===== config.mk =====
export PLATFORM = sky130hd
export DESIGN_NAME = complex_accumulator
export DESIGN_NICKNAME = d
export VERILOG_FILES = /design/src/rtl/complex_acc_pkg.sv /design/src/rtl/cplx_acc_lane.sv /design/src/rtl/complex_accumulator.sv
export SDC_FILE = /design/constraint.sdc
export NUM_CORES = 1
export LEC_CHECK = 0
export ABC_AREA = 1
export CELL_PAD_IN_SITES_DETAIL_PLACEMENT = 0
export CELL_PAD_IN_SITES_GLOBAL_PLACEMENT = 1
export CORE_ASPECT_RATIO = 0.7
export CORE_MARGIN = 2
export CORE_UTILIZATION = 35
export CTS_CLUSTER_DIAMETER = 80
export CTS_CLUSTER_SIZE = 30
export DETAILED_ROUTE_END_ITERATION = 10
export PLACE_DENSITY_LB_ADDON = 0.08
export SYNTH_ARGS = -nofsm -noshare
export SYNTH_HDL_FRONTEND = slang
export SYNTH_SLANG_ARGS = --single-unit

===== constraint.sdc =====
create_clock -name clk -period 2.05 [get_ports clk]
set_input_delay 0.5125 -clock clk [delete_from_list [all_inputs] [get_ports clk]]
set_output_delay 0.5125 -clock clk [all_outputs]
set_load 0.01 [all_outputs]

===== src/rtl/complex_acc_pkg.sv =====
// Shared types and defaults for the complex accumulator slice.
package complex_acc_pkg;

    localparam int PW_DEF = 64;
    localparam int AW_DEF = 80;
    localparam int LW_DEF = 16;

    // Widest accumulator the sign-extension helper can produce.
    localparam int SEXT_W = 128;

    typedef enum logic [1:0] {
        ST_IDLE  = 2'd0,
        ST_ACCUM = 2'd1,
        ST_DONE  = 2'd2
    } state_e;

    // Replicate bit msb of v into every higher bit position.
    function automatic logic [SEXT_W-1:0] sext(input logic [SEXT_W-1:0] v,
                                               input logic [6:0]        msb);
        logic [SEXT_W-1:0] r;
        r = '0;
        for (int i = 0; i < SEXT_W; i++) begin
            r[i] = (i <= int'(msb)) ? v[i] : v[msb];
        end
        return r;
    endfunction

endpackage


===== src/rtl/cplx_acc_lane.sv =====
// One accumulator lane: AW-bit wrapping signed sum with a sticky overflow flag.
module cplx_acc_lane
    import complex_acc_pkg::*;
#(
    parameter int PW = PW_DEF,
    parameter int AW = AW_DEF
) (
    input  logic          clk,
    input  logic          rst_n,
    input  logic          clr,
    input  logic          add,
    input  logic [PW-1:0] prod,
    output logic [AW-1:0] acc,
    output logic          ovf
);

    logic [AW-1:0] acc_q, acc_d;
    logic          ovf_q, ovf_d;
    logic [AW-1:0] ext;
    logic [AW-1:0] sum;
    logic          ovf_add;

    // Sign-extend the product, add it, and flag a same-sign add whose result flips sign.
    always_comb begin
        ext     = AW'(sext(SEXT_W'(prod), 7'(PW - 1)));
        sum     = acc_q + ext;
        ovf_add = (acc_q[AW-1] == ext[AW-1]) && (sum[AW-1] != acc_q[AW-1]);
        acc_d   = acc_q;
        ovf_d   = ovf_q;
        if (clr) begin
            acc_d = '0;
            ovf_d = 1'b0;
        end else if (add) begin
            acc_d = sum;
            ovf_d = ovf_q | ovf_add;
        end
    end

    // Lane state registers.
    always_ff @(posedge clk or negedge rst_n) begin
        if (!rst_n) begin
            acc_q <= '0;
            ovf_q <= 1'b0;
        end else begin
            acc_q <= acc_d;
            ovf_q <= ovf_d;
        end
    end

    assign acc = acc_q;
    assign ovf = ovf_q;

endmodule


===== src/rtl/complex_accumulator.sv =====
// Accumulates a programmed number of complex products into wide real/imag sums.
//
// Handshake: a product transfers on a rising edge where in_valid && in_ready;
// in_ready depends only on state (high in ACCUM). A result transfers on a
// rising edge where out_valid && out_ready; out_valid is high only in DONE and
// acc/ovf are held stable for the whole time out_valid is high.
module complex_accumulator
    import complex_acc_pkg::*;
#(
    parameter int PW = PW_DEF,
    parameter int AW = AW_DEF,
    parameter int LW = LW_DEF
) (
    input  logic          clk,
    input  logic          rst_n,
    input  logic          start,
    input  logic [LW-1:0] len,
    input  logic          in_valid,
    output logic          in_ready,
    input  logic [PW-1:0] pr,
    input  logic [PW-1:0] pi,
    output logic          out_valid,
    input  logic          out_ready,
    output logic [AW-1:0] acc_r,
    output logic [AW-1:0] acc_i,
    output logic          ovf_r,
    output logic          ovf_i,
    output logic          busy,
    output state_e        dbg_state
);

    state_e        state_q, state_d;
    logic [LW-1:0] count_q, count_d;
    logic          lane_clr;
    logic          lane_add;

    // Next-state, remaining-count and lane-enable logic.
    always_comb begin
        state_d  = state_q;
        count_d  = count_q;
        lane_clr = 1'b0;
        lane_add = 1'b0;
        case (state_q)
            ST_IDLE: begin
                if (start) begin
                    lane_clr = 1'b1;
                    count_d  = len;
                    state_d  = (len == '0) ? ST_DONE : ST_ACCUM;
                end
            end
            ST_ACCUM: begin
                if (in_valid) begin
                    lane_add = 1'b1;
                    count_d  = count_q - LW'(1);
                    if (count_q == LW'(1)) begin
                        state_d = ST_DONE;
                    end
                end
            end
            ST_DONE: begin
                if (out_ready) begin
                    state_d = ST_IDLE;
                end
            end
            default: state_d = ST_IDLE;
        endcase
    end

    // Control registers.
    always_ff @(posedge clk or negedge rst_n) begin
        if (!rst_n) begin
            state_q <= ST_IDLE;
            count_q <= '0;
        end else begin
            state_q <= state_d;
            count_q <= count_d;
        end
    end

    cplx_acc_lane #(.PW(PW), .AW(AW)) u_lane_r (
        .clk   (clk),
        .rst_n (rst_n),
        .clr   (lane_clr),
        .add   (lane_add),
        .prod  (pr),
        .acc   (acc_r),
        .ovf   (ovf_r)
    );

    cplx_acc_lane #(.PW(PW), .AW(AW)) u_lane_i (
        .clk   (clk),
        .rst_n (rst_n),
        .clr   (lane_clr),
        .add   (lane_add),
        .prod  (pi),
        .acc   (acc_i),
        .ovf   (ovf_i)
    );

    assign in_ready  = (state_q == ST_ACCUM);
    assign out_valid = (state_q == ST_DONE);
    assign busy      = (state_q != ST_IDLE);
    assign dbg_state = state_q;

endmodule


# Word-level counts from Yosys, hierarchy flattened

Index checks and enable logic that the tools add are counted.

Add/subtract/negate cells: 3
Eq/ne operators: 11
Multiplexer cells: 21
Bitwise gates (word level): 2
Reductions and logical operators: 9

Operators with widths:

| operator                                            | count |
|---|---|
| 2-to-1 mux 80 bit                                   | 4 |
| adder 80 bit                                        | 2 |
| 2-to-1 mux 16 bit                                   | 2 |
| one-hot mux 16 bit (2 select lines)                 | 1 |
| == test 16 x 1 -> 1 bit (second input constant)     | 1 |
| logical NOT 16 bit                                  | 1 |
| subtractor 16 x 1 -> 16 bit (second input constant) | 1 |
| 2-to-1 mux 2 bit                                    | 5 |
| 2-to-1 mux 1 bit                                    | 8 |
| one-hot mux 2 bit (3 select lines)                  | 1 |
| nonzero test 2 bit                                  | 3 |
| != test 2 x 1 -> 1 bit (second input constant)      | 2 |
| != test 2 bit (second input constant)               | 2 |
| AND reduction 4 bit                                 | 1 |
| AND reduction 3 bit                                 | 1 |
| == test 1 bit                                       | 2 |
| == test 2 x 1 -> 1 bit (second input constant)      | 1 |
| == test 2 bit (second input constant)               | 1 |
| logical AND 1 bit                                   | 2 |
| logical NOT 2 bit                                   | 1 |
| != test 1 bit                                       | 2 |
| OR 1 bit                                            | 2 |

Register bits: 180
Bits of input ports: 149
Output and inout port bits: 167
Word-level logic and storage cells: 52

# Depth between registers and ports, before layout

Gate-level depths: netlist (run 1).

Depth in word-level cells: 6
Gate-level depth with buffers: 16
Depth with buffers taken out: 16

# Cells and area by module

Synthesis (run 1) repeated with hierarchy kept, for this count alone.

Cell total of the unflattened synthesis: 3705
Area, all modules: 20988.9 um2

Modules (own cells, without submodules):

| module                   | times used | cells an instance | area each (um2) | sequential area each (um2) |
|---|---|---|---|---|
| cplx_acc_lane (u_lane_i) | 1          | 1744              | 9888.2          | 2026.9 |
| cplx_acc_lane (u_lane_r) | 1          | 1728              | 9684.3          | 2026.9 |
| complex_accumulator      | 1          | 233               | 1416.4          | 450.4 |

# Worst setup path after synthesis (run 1)

OpenSTA, ideal clock, no wires.

Path kind: in2reg
Start point: in pi[0]
End point: reg u_lane_i.acc_q[30], in the netlist u_lane_i.acc[30]
Setup time: 117 ps
Arrival time: 2143 ps
Data required time: 1933 ps
Slack: -210 ps
Stages: 13
Path buffers: 0
Cell sequence: ha_1 > fa_1 > nand3_1 > nand3_2 > nand2_1 > nand2_1 > nand2_1 > nand2_2 > nand3_1 > nand3_1 > or2_2 > nand3_1 > nand2_1

Word-level cells in the longest chain between the ends: 3

RTL lines:

| item                   | RTL line                  | RTL |
|---|---|---|
| start: declaration     | complex_accumulator.sv:21 | `input logic [PW-1:0] pi,` |
| adder 80 bit           | cplx_acc_lane.sv:26       | `sum = acc_q + ext;` |
| 2-to-1 mux 80 bit      | cplx_acc_lane.sv:33       | `end else if (add) begin` |
| 2-to-1 mux 80 bit      | cplx_acc_lane.sv:30       | `if (clr) begin` |
| end signal: assignment | cplx_acc_lane.sv:42       | `acc_q <= '0;` |
| end signal: assignment | cplx_acc_lane.sv:45       | `acc_q <= acc_d;` |
| end: declaration       | cplx_acc_lane.sv:17       | `logic [AW-1:0] acc_q, acc_d;` |

Every way passes these cells. The select of a mux whose other input is x is not followed.
A chain may end at the register's enable or synchronous reset.

# Final worst setup path (run 1)

Start point: reg u_lane_r.acc_q[24], in the netlist u_lane_r.acc[24]
End point: reg u_lane_r.acc_q[60], in the netlist u_lane_r.acc[60]

Word-level cells in the longest chain between the ends: 3

RTL lines:

| item                     | RTL line |
|---|---|
| start: declaration       | cplx_acc_lane.sv:17 |
| start signal: assignment | cplx_acc_lane.sv:42 |
| start signal: assignment | cplx_acc_lane.sv:45 |
| adder 80 bit             | cplx_acc_lane.sv:26 |
| 2-to-1 mux 80 bit        | cplx_acc_lane.sv:33 |
| 2-to-1 mux 80 bit        | cplx_acc_lane.sv:30 |

Every way passes these cells. The select of a mux whose other input is x is not followed.

==> results of run 1 <==
per-stage QoR:
stage               hold WS (ns)  TNS, ns  setup slack (ns)  area, sq um
floorplan                  0.217   -0.151           -0.0436        22500
global placement           0.466  -125.38             -1.19        32700
detailed placement         0.466  -125.85             -1.15        32700
CTS                        0.462    -7.87            -0.171        38000
global route               0.475   -25.67            -0.356        42200
finish                     0.467   -12.98            -0.227        42200
per-layer routing:
| layer | part of all wire | global-route usage | vias to the layer above |
|---|---|---|---|
| li1 | - | - | 15000 |
| met1 | 0.51 | 0.531 | 14200 |
| met2 | 0.37 | 0.418 | 1054 |
| met3 | 0.11 | 0.117 | 78 |
| met4 | 0.014 | 0.0609 | 2 |
| met5 | 0.00083 | 0.0109 | - |
timing repair:
item,4_1_cts,5_1_grt
gates cloned,2,2
gates resized for setup,1206,905
endpoints found under the hold margin,25,0
pin swaps,259,463
endpoints found under the setup margin,285,166
hold buffers,1,0
setup buffers,65,130
kinds of logic after synthesis:
family | count (synthesis)
buf+inv | 813
compound gates | 393
fa+ha+maj | 162
simple gates | 2499
flops | 180
xor+xnor | 5
area by class of cell:
class	count	area, sq um
timing repair buffer	1300	11200
fill	5768	21000
clock inverter	15	125
inverter	773	2960
multi-input combinational	3059	21900
tap	829	1040
sequential	180	4510
clock buffer	17	425
worst max-delay path: cells and delay by family (launching register included):
family        cells  cell delay, ns
buf+inv           2            0.21
simple gates     12            1.23
flops             1            0.42
fa+ha+maj         1            0.32
registers in the layout, summed over array words and instances, names as in the netlist:
register	flops
u_lane_r.acc	80
u_lane_i.acc	80
dbg_state	2
u_lane_r.ovf	1
count_q	16
u_lane_i.ovf	1
power by group through the flow:
stage | Sequential (mW) | Combinational (mW) | Clock [mW]
finish | 6.64 | 46.5 | 3.49
CTS | 6.54 | 39.9 | 3.57
global placement | 6.12 | 34.8 | 0
floorplan | 6.78 | 15.7 | 0
global route | 6.77 | 49.7 | 3.69
detailed placement | 6.15 | 34.9 | 0
placed cells by master (no fill, tap or decap), drive strengths merged, types with 4 or more instances in the layout:
master	instances
a21o	4
a21oi	204
a22o	5
a32o	6
buf	984
clkbuf	21
clkdlybuf4s50	46
clkinv	8
clkinvlp	4
dfrtp	180
dlygate4sd2	213
dlymetal6s2s	49
ha	160
inv	776
nand2	1798
nand3	208
nand3b	16
nand4	24
nor2	381
nor3	36
nor4	17
o21ai	132
o21bai	26
or2	10
worst max path at each step:
stage	depth (start not counted)	endpoint
after global routing	15	u_lane_r.acc[76]$_DFFE_PN0P_
final	15	u_lane_r.acc[60]$_DFFE_PN0P_
after floorplan	13	u_lane_i.acc[30]$_DFFE_PN0P_
after global placement	14	u_lane_i.acc[67]$_DFFE_PN0P_
after detailed placement	14	u_lane_i.acc[67]$_DFFE_PN0P_
after CTS	15	u_lane_i.acc[60]$_DFFE_PN0P_
==> impl_metrics.prom, run 1 <==
# TYPE chip_impl_metric gauge
chip_impl_metric{name="chipWidth",unit="microns"} 306
chip_impl_metric{name="r2r.worst_path.cells",unit=""} 15
chip_impl_metric{name="route.detailed.drc",unit=""} 0
chip_impl_metric{name="worst_ir_drop_vdd",unit="V"} 0.000969
chip_impl_metric{name="slew-limit-headroom",unit=""} 0.726
chip_impl_metric{name="vias",unit=""} 30300
chip_impl_metric{name="final_period_util",unit=""} 1.11
chip_impl_metric{name="synth_sequential_area_ratio",unit=""} 0.201
chip_impl_metric{name="post_synth_inst_count",unit=""} 4052
chip_impl_metric{name="worstMarginPinSlew",unit="ns"} 0.412
chip_impl_metric{name="port_buffers",unit=""} 315
chip_impl_metric{name="antenna_violating_nets_left",unit=""} 0
chip_impl_info{name="netlist.top_cell.by_area",value="sky130_fd_sc_hd__nand2_1"} 1
chip_impl_metric{name="h-tree-depth",unit=""} 4
chip_impl_metric{name="route.final.wire_length",unit="mm"} 116
chip_impl_metric{name="synth_nets",unit=""} 4363
chip_impl_metric{name="logic_gate_share_of_total_power",unit=""} 0.821
chip_impl_metric{name="synthToLayoutAreaGrowth",unit="%"} 88.9
chip_impl_metric{name="die_area",unit="sq um"} 65900
chip_impl_metric{name="avgViaCountPerCell",unit=""} 4.91
chip_impl_info{name="rsz_0062_raised_after_global_routing",value="yes"} 1
chip_impl_info{name="worstPathCellList",value="ha_4 > nand2_1 > buf_4 > nor2_2 > inv_2 > nor2_4 > nand2_1 > nand2_1 > nand2_1 > nand3_4 > nand2_2 > nand2_1 > nand2_1 > nand3_1 > nand2_1"} 1
chip_impl_metric{name="final_cells",unit=""} 6173
chip_impl_metric{name="final.setup.worst_slack",unit="ns"} -0.227
chip_impl_metric{name="grt_overflow_total",unit=""} 0
chip_impl_metric{name="power.share.clock",unit=""} 0.062
chip_impl_metric{name="leak_pwr",unit="nW"} 23.3
chip_impl_info{name="worstHoldStart",value="pi[18]"} 1
chip_impl_metric{name="cts.clk_slew.worst_paths",unit="ns"} 0.08
chip_impl_metric{name="initial_core_utilization",unit=""} 0.354
chip_impl_metric{name="layout.nets",unit=""} 5642
chip_impl_info{name="failing_checks",value="setup timing"} 1
chip_impl_metric{name="numCtsBuffers",unit=""} 17
chip_impl_info{name="critical-path-top-cell-by-count",value="sky130_fd_sc_hd__nand2_1"} 1
chip_impl_metric{name="clkSinkCount",unit=""} 180
chip_impl_info{name="post_synth_main_area_contributors",value="sky130_fd_sc_hd__nand2_1, sky130_fd_sc_hd__dfrtp_1, sky130_fd_sc_hd__inv_1"} 1
chip_impl_info{name="holdPathEnd",value="u_lane_i.acc[18]$_DFFE_PN0P_"} 1
chip_impl_metric{name="critical-path-max-stage-delay",unit="ns"} 0.42
chip_impl_metric{name="grt_pass1_vias",unit=""} 27600
chip_impl_metric{name="synth_edf_count",unit=""} 0
chip_impl_metric{name="grt_first_pass_wirelength",unit="mm"} 166
chip_impl_info{name="tritoncts_clock_tree",value="done"} 1
chip_impl_metric{name="fp.coreArea",unit="sq um"} 63200
chip_impl_metric{name="synth.mux.area_fraction",unit=""} 0
chip_impl_metric{name="intPower",unit="mW"} 27.3
chip_impl_metric{name="synth-warning-count",unit=""} 0
chip_impl_metric{name="drv.max_cap_violation_count",unit=""} 0
chip_impl_metric{name="io_pins",unit=""} 316
chip_impl_metric{name="top_cell_type_s_share_of_synthesized_area",unit=""} 0.290
chip_impl_info{name="crit-reg2reg-launch",value="u_lane_r.acc[24]$_DFFE_PN0P_"} 1
chip_impl_metric{name="fmax",unit="GHz"} 0.439
chip_impl_info{name="critPathLaunch",value="u_lane_r.acc[24]$_DFFE_PN0P_"} 1
chip_impl_metric{name="insertedDiodeCount",unit=""} 0
chip_impl_metric{name="p_seq_frac",unit=""} 0.117
chip_impl_info{name="worstHoldPathType",value="in -> reg"} 1
chip_impl_metric{name="min_delay_path_depth",unit=""} 4
chip_impl_metric{name="gp_congestion",unit=""} 1.03
chip_impl_metric{name="wl_per_cell",unit="microns"} 18.8
chip_impl_metric{name="ys_async_sr_fraction",unit=""} 1.00
chip_impl_metric{name="worstSkewPairLatency",unit="ns"} 0.53
chip_impl_metric{name="final_layout_size_suffix_gt1_frac",unit=""} 0.455
chip_impl_metric{name="syn_area",unit="sq um"} 22400
chip_impl_info{name="synth_most_common_cell",value="sky130_fd_sc_hd__nand2_1"} 1
chip_impl_metric{name="powerDensity",unit="nW/um^2"} 1340
chip_impl_metric{name="finalClockSkew",unit="ns"} 0.0117
chip_impl_metric{name="die_h",unit="microns"} 215
chip_impl_metric{name="sw_frac_of_total",unit=""} 0.517
chip_impl_info{name="critical_path.reg2reg.endpoint",value="u_lane_r.acc[60]$_DFFE_PN0P_"} 1
chip_impl_info{name="run_status",value="finished, violations left"} 1
chip_impl_info{name="cts_root_buf",value="sky130_fd_sc_hd__clkbuf_16"} 1
chip_impl_metric{name="regToRegSetupSlack",unit="ns"} -0.23
chip_impl_metric{name="mean_area_per_synthesized_cell",unit="sq um"} 5.52
chip_impl_metric{name="drt-pass1-iter-count",unit=""} 5
chip_impl_metric{name="total_power",unit="mW"} 56.6
chip_impl_metric{name="worst-path-max-fanout",unit=""} 5
chip_impl_info{name="largest_family_of_logic_cells_by_synthesized_area",value="simple AND/OR/NAND/NOR gates"} 1
chip_impl_metric{name="synth-simple-area-share",unit=""} 0.471
chip_impl_info{name="start_kind",value="flip-flop"} 1
chip_impl_info{name="postSynth.topFlopCell",value="sky130_fd_sc_hd__dfrtp_1"} 1
chip_impl_metric{name="synth_xor_area_frac",unit=""} 0.00196
chip_impl_metric{name="critical_path_required",unit="ns"} 2.47
chip_impl_metric{name="period_needed",unit="ns"} 2.28
chip_impl_info{name="crit_slowest_cell",value="sky130_fd_sc_hd__dfrtp_1"} 1
chip_impl_metric{name="antenna_found_initial",unit=""} 2
chip_impl_metric{name="switching_power",unit="mW"} 29.3
chip_impl_metric{name="finalHoldViolations",unit=""} 0
chip_impl_metric{name="finish.utilization",unit=""} 0.668
chip_impl_info{name="yosys-top-cells-count",value="sky130_fd_sc_hd__nand2_1, sky130_fd_sc_hd__inv_1, sky130_fd_sc_hd__nor2_1"} 1
chip_impl_metric{name="worstPathArrival",unit="ns"} 2.69
chip_impl_metric{name="drt_first_iter_violations",unit=""} 2486
chip_impl_metric{name="groute.usage.overall",unit=""} 0.334
chip_impl_metric{name="yosys.area_share.adder",unit=""} 0.0913
chip_impl_metric{name="floorplan.rows",unit=""} 77
chip_impl_metric{name="synth.distinct_cells",unit=""} 49
chip_impl_metric{name="final-setup-viol-count",unit=""} 124
chip_impl_metric{name="place.detailed.hpwl",unit="mm"} 91.3
chip_impl_metric{name="synth_compound_area_frac",unit=""} 0.0956
chip_impl_info{name="path_class",value="reg -> reg"} 1
chip_impl_info{name="cp-end-kind",value="flip-flop"} 1
chip_impl_metric{name="pin_count_of_the_biggest_net_entering_global_routing",unit=""} 68
chip_impl_metric{name="ys_seq_elements",unit=""} 180
chip_impl_metric{name="place_inst",unit=""} 5964
chip_impl_metric{name="clk_path_buf_depth",unit=""} 2
chip_impl_metric{name="timing.final.max_slew_violations",unit=""} 0
(Power assumes the default switching activity.)
==> run 2: changes to the inputs <==
Settings changed: ABC_AREA 1 to not set, CORE_MARGIN 2 to not set.
==> run 2 against run 1 <==
  * Design area decreased by 29%
  * Area after synthesis decreased by 28%
  * Critical path depth unchanged
  * Hold slack got worse by 0.021 ns
  * Routed wire length decreased by 42%
  * The run still ends with setup timing left
  * Largest power group unchanged
  * Global-route usage decreased by 5.5 points
  * Clock skew about the same
  * Sequential cell count unchanged
  * First-iteration DRC count decreased by 51%
  * Die area decreased by 29%
  * Synthesized cell count decreased by 50%
==> impl_metrics.prom, run 2 <==
# TYPE chip_impl_metric gauge
chip_impl_info{name="netlist.top_cell.by_area",value="sky130_fd_sc_hd__dfrtp_1"} 1
chip_impl_info{name="synth_most_common_cell",value="sky130_fd_sc_hd__nand2_1"} 1
chip_impl_info{name="postSynth.topFlopCell",value="sky130_fd_sc_hd__dfrtp_1"} 1
chip_impl_metric{name="final-setup-viol-count",unit=""} 158
chip_impl_metric{name="yosys.area_share.adder",unit=""} 0.127
chip_impl_metric{name="fp.coreArea",unit="sq um"} 45100
chip_impl_info{name="run_status",value="finished, violations left"} 1
chip_impl_metric{name="logic_gate_share_of_total_power",unit=""} 0.771
chip_impl_metric{name="final_layout_size_suffix_gt1_frac",unit=""} 0.391
chip_impl_metric{name="placement.cell_area",unit="sq um"} 26200
chip_impl_metric{name="groute.usage.overall",unit=""} 0.279
chip_impl_metric{name="critical_path_required",unit="ns"} 2.45
chip_impl_metric{name="place.detailed.hpwl",unit="mm"} 50.4
chip_impl_metric{name="mean_area_per_synthesized_cell",unit="sq um"} 7.91
chip_impl_metric{name="synth_nets",unit=""} 2344
chip_impl_metric{name="holdWs",unit="ns"} 0.447
chip_impl_metric{name="synth_compound_area_frac",unit=""} 0.296
chip_impl_info{name="mostFrequentLayoutCells",value="sky130_fd_sc_hd__buf_4, sky130_fd_sc_hd__nand2_1, sky130_fd_sc_hd__clkdlybuf4s50_1, sky130_fd_sc_hd__dfrtp_1, sky130_fd_sc_hd__a21oi_1"} 1
chip_impl_metric{name="synth-simple-area-share",unit=""} 0.177
chip_impl_metric{name="antenna_found_initial",unit=""} 5
chip_impl_metric{name="power.share.clock",unit=""} 0.085
chip_impl_metric{name="top_cell_type_s_share_of_synthesized_area",unit=""} 0.280
chip_impl_metric{name="antenna_violating_nets_left",unit=""} 0
chip_impl_metric{name="initial_core_utilization",unit=""} 0.356
chip_impl_metric{name="syn_area",unit="sq um"} 16100
chip_impl_metric{name="wl_per_cell",unit="microns"} 17.9
chip_impl_metric{name="port_buffers",unit=""} 315
chip_impl_metric{name="synth_edf_count",unit=""} 0
chip_impl_metric{name="post_synth_inst_count",unit=""} 2033
chip_impl_metric{name="regToRegSetupSlack",unit="ns"} -1.26
chip_impl_metric{name="vias",unit=""} 19500
chip_impl_metric{name="multi_input_area",unit="sq um"} 13700
chip_impl_metric{name="finalClockSkew",unit="ns"} 0.0119
chip_impl_metric{name="finish.utilization",unit=""} 0.660
chip_impl_metric{name="numCtsBuffers",unit=""} 17
chip_impl_metric{name="worst_ir_drop_vdd",unit="V"} 0.000862
chip_impl_metric{name="timing.final.max_slew_violations",unit=""} 0
chip_impl_info{name="largest_family_of_logic_cells_by_synthesized_area",value="compound AO/OA/AOI/OAI gates"} 1
chip_impl_metric{name="clkSinkCount",unit=""} 180
chip_impl_metric{name="grt_overflow_total",unit=""} 0
chip_impl_info{name="start_kind",value="flip-flop"} 1
chip_impl_metric{name="period_needed",unit="ns"} 3.31
chip_impl_info{name="failing_checks",value="setup timing"} 1
chip_impl_metric{name="floorplan.rows",unit=""} 65
chip_impl_metric{name="ys_seq_elements",unit=""} 180
chip_impl_metric{name="p_seq_frac",unit=""} 0.145
chip_impl_info{name="critical_path.reg2reg.endpoint",value="u_lane_i.acc[79]$_DFFE_PN0P_"} 1
chip_impl_info{name="cp-end-kind",value="flip-flop"} 1
chip_impl_metric{name="sequential_cell_area",unit="sq um"} 4500
chip_impl_metric{name="fin_area",unit="sq um"} 29800
chip_impl_info{name="crit-reg2reg-launch",value="u_lane_i.acc[1]$_DFFE_PN0P_"} 1
chip_impl_metric{name="powerDensity",unit="nW/um^2"} 1420
chip_impl_metric{name="die_area",unit="sq um"} 46800
chip_impl_metric{name="synth.mux.area_fraction",unit=""} 0.00249
chip_impl_metric{name="synth.distinct_cells",unit=""} 71
chip_impl_metric{name="sw_frac_of_total",unit=""} 0.432
chip_impl_metric{name="synth_sequential_area_ratio",unit=""} 0.280
chip_impl_metric{name="synth-warning-count",unit=""} 0
chip_impl_metric{name="worstMarginPinSlew",unit="ns"} 0.599
chip_impl_metric{name="worstPathArrival",unit="ns"} 3.72
chip_impl_metric{name="intPower",unit="mW"} 23.9
chip_impl_info{name="final_common_cell",value="sky130_fd_sc_hd__buf_4"} 1
chip_impl_info{name="tritoncts_clock_tree",value="done"} 1
chip_impl_metric{name="synthToLayoutAreaGrowth",unit="%"} 85.3
chip_impl_metric{name="drt_first_iter_violations",unit=""} 1229
chip_impl_metric{name="gp_congestion",unit=""} 0.915
chip_impl_metric{name="io_pins",unit=""} 316
chip_impl_metric{name="die_h",unit="microns"} 181
chip_impl_info{name="post_synth_main_area_contributors",value="sky130_fd_sc_hd__dfrtp_1, sky130_fd_sc_hd__ha_1, sky130_fd_sc_hd__o21ai_0"} 1
chip_impl_info{name="rsz_0062_raised_after_global_routing",value="yes"} 1
chip_impl_metric{name="finalHoldViolations",unit=""} 0
chip_impl_metric{name="final.setup.worst_slack",unit="ns"} -1.26
chip_impl_metric{name="r2r.worst_path.cells",unit=""} 15
chip_impl_metric{name="route.final.wire_length",unit="mm"} 67.0
chip_impl_metric{name="drv.max_cap_violation_count",unit=""} 0
chip_impl_metric{name="fmax",unit="GHz"} 0.302
chip_impl_metric{name="drt-pass1-iter-count",unit=""} 5
chip_impl_metric{name="layout.nets",unit=""} 3427
chip_impl_metric{name="ys_async_sr_fraction",unit=""} 1.00
chip_impl_info{name="yosys-top-cells-count",value="sky130_fd_sc_hd__nand2_1, sky130_fd_sc_hd__o21ai_0, sky130_fd_sc_hd__a21oi_1"} 1
chip_impl_metric{name="worst-path-max-fanout",unit=""} 2
chip_impl_metric{name="grt_first_pass_wirelength",unit="mm"} 104
chip_impl_metric{name="pin_count_of_the_biggest_net_entering_global_routing",unit=""} 59
chip_impl_metric{name="cts.clk_slew.worst_paths",unit="ns"} 0.08
chip_impl_metric{name="chipWidth",unit="microns"} 258
chip_impl_metric{name="avgViaCountPerCell",unit=""} 5.22
chip_impl_metric{name="final_period_util",unit=""} 1.62
chip_impl_info{name="cts_root_buf",value="sky130_fd_sc_hd__clkbuf_16"} 1
chip_impl_metric{name="switching_power",unit="mW"} 18.2
chip_impl_metric{name="route.detailed.drc",unit=""} 0
chip_impl_metric{name="leak_pwr",unit="nW"} 14.3
chip_impl_metric{name="h-tree-depth",unit=""} 4
chip_impl_metric{name="fill_cells",unit=""} 3745
chip_impl_info{name="worstHoldPathType",value="in -> async"} 1
chip_impl_info{name="path_class",value="reg -> reg"} 1
chip_impl_metric{name="grt_pass1_vias",unit=""} 19500
chip_impl_metric{name="clk_path_buf_depth",unit=""} 2
chip_impl_metric{name="worstSkewPairLatency",unit="ns"} 0.48
chip_impl_metric{name="slew-limit-headroom",unit=""} 0.597
chip_impl_metric{name="synth_xor_area_frac",unit=""} 0.0823
-- run 2: changes by cell type after synthesis, moves of 32 or more --
cell / previous run / this run
sky130_fd_sc_hd__clkbuf_1: 11 / 90
sky130_fd_sc_hd__nand2_2: 68 / 1
sky130_fd_sc_hd__nand3_1: 186 / 43
sky130_fd_sc_hd__xnor2_1: 2 / 86
sky130_fd_sc_hd__a21o_1: 4 / 111
sky130_fd_sc_hd__nor2_2: 72 / 0
sky130_fd_sc_hd__inv_2: 32 / 0
sky130_fd_sc_hd__o21ai_0: 118 / 257
sky130_fd_sc_hd__nand2_1: 1730 / 287
sky130_fd_sc_hd__inv_1: 739 / 52
sky130_fd_sc_hd__xor2_1: 3 / 65
sky130_fd_sc_hd__nor2_1: 294 / 96
-- run 2: cells by family after synthesis --
kind of cell / Yosys count
multiplexers: 4
XOR/XNOR: 151
buffers and inverters: 147
AND/OR/NAND/NOR: 614
adder cells (fa/ha/maj): 162
AO/OA/AOI/OAI: 775
flip-flops: 180
-- run 2: how the worst max path moves through the flow --
stage	from	endpoint	cells past startpoint
final	u_lane_i.acc[1]$_DFFE_PN0P_	u_lane_i.acc[79]$_DFFE_PN0P_	15
after global routing	u_lane_i.acc[1]$_DFFE_PN0P_	u_lane_i.acc[79]$_DFFE_PN0P_	15
after CTS	u_lane_r.acc[0]$_DFFE_PN0P_	u_lane_r.acc[78]$_DFFE_PN0P_	14
after detailed placement	pi[0]	u_lane_i.acc[72]$_DFFE_PN0P_	16
after global placement	pi[0]	u_lane_i.acc[72]$_DFFE_PN0P_	16
after floorplan	pi[0]	u_lane_i.acc[72]$_DFFE_PN0P_	14
-- run 2: power by group through the flow --
stage	Clock [mW]	Sequential [mW]	Combinational, mW
6_report	3.57	6.09	32.5
5_1_grt	3.81	6.26	35.0
4_1_cts	3.66	6.03	30.4
3_5_place_dp	0	6.00	27.6
3_3_place_gp	0	5.96	27.3
2_1_floorplan	0	6.65	12.9
-- run 2: metrics by stage --
stage	TNS, ns	total power [mW]	cells	setup WS (ns)
after detailed placement	-215.18	33.6	3618	-2.22
after CTS	-118.22	40.1	3692	-1.32
final	-123.47	42.2	3737	-1.26
after global placement	-210.29	33.3	3618	-2.13
after global routing	-141.11	45.1	3736	-1.41
after floorplan	-78.99	19.5	2033	-1.17
-- run 2: timing repair --
item                                   in CTS  in global routing
setup endpoints to repair                 190                247
pin swaps                                 177                188
resized for setup                         336                207
buffers inserted                           58                 66
hold buffers                                1                  0
endpoints found under the hold margin      11                  0
-- run 2: metal layers --
metal,wire (microns),GRT usage,vias up
met3,2550,0.0401,58
met2,31200,0.448,403
li1,-,-,9585
met1,32200,0.394,9447
met5,0,0,-
met4,1080,0.0651,0
-- run 2: layout make-up --
cell class,instances,area share
Antenna cell,5,0.000420
Multi-Input combinational cell,1706,0.460
Clock buffer,18,0.0144
Tap cell,603,0.0253
Sequential cell,180,0.151
Inverter,52,0.00655
Timing Repair Buffer,1159,0.337
Clock inverter,14,0.00521
-- run 2: critical path: stages, from the launching register on --
cell and delay, ns:
sky130_fd_sc_hd__dfrtp_1 0.42, sky130_fd_sc_hd__ha_4 0.28, sky130_fd_sc_hd__a21oi_4 0.05, sky130_fd_sc_hd__nand4b_1 0.21, sky130_fd_sc_hd__buf_4 0.17, sky130_fd_sc_hd__a311oi_2 0.27, sky130_fd_sc_hd__o22ai_2 0.12, sky130_fd_sc_hd__o211ai_1 0.20
sky130_fd_sc_hd__buf_4 0.19, sky130_fd_sc_hd__a21oi_4 0.08, sky130_fd_sc_hd__o31a_1 0.30, sky130_fd_sc_hd__o2111ai_2 0.21, sky130_fd_sc_hd__o211ai_1 0.16, sky130_fd_sc_hd__xor2_1 0.18, sky130_fd_sc_hd__or3_1 0.31, sky130_fd_sc_hd__o21ai_1 0.08
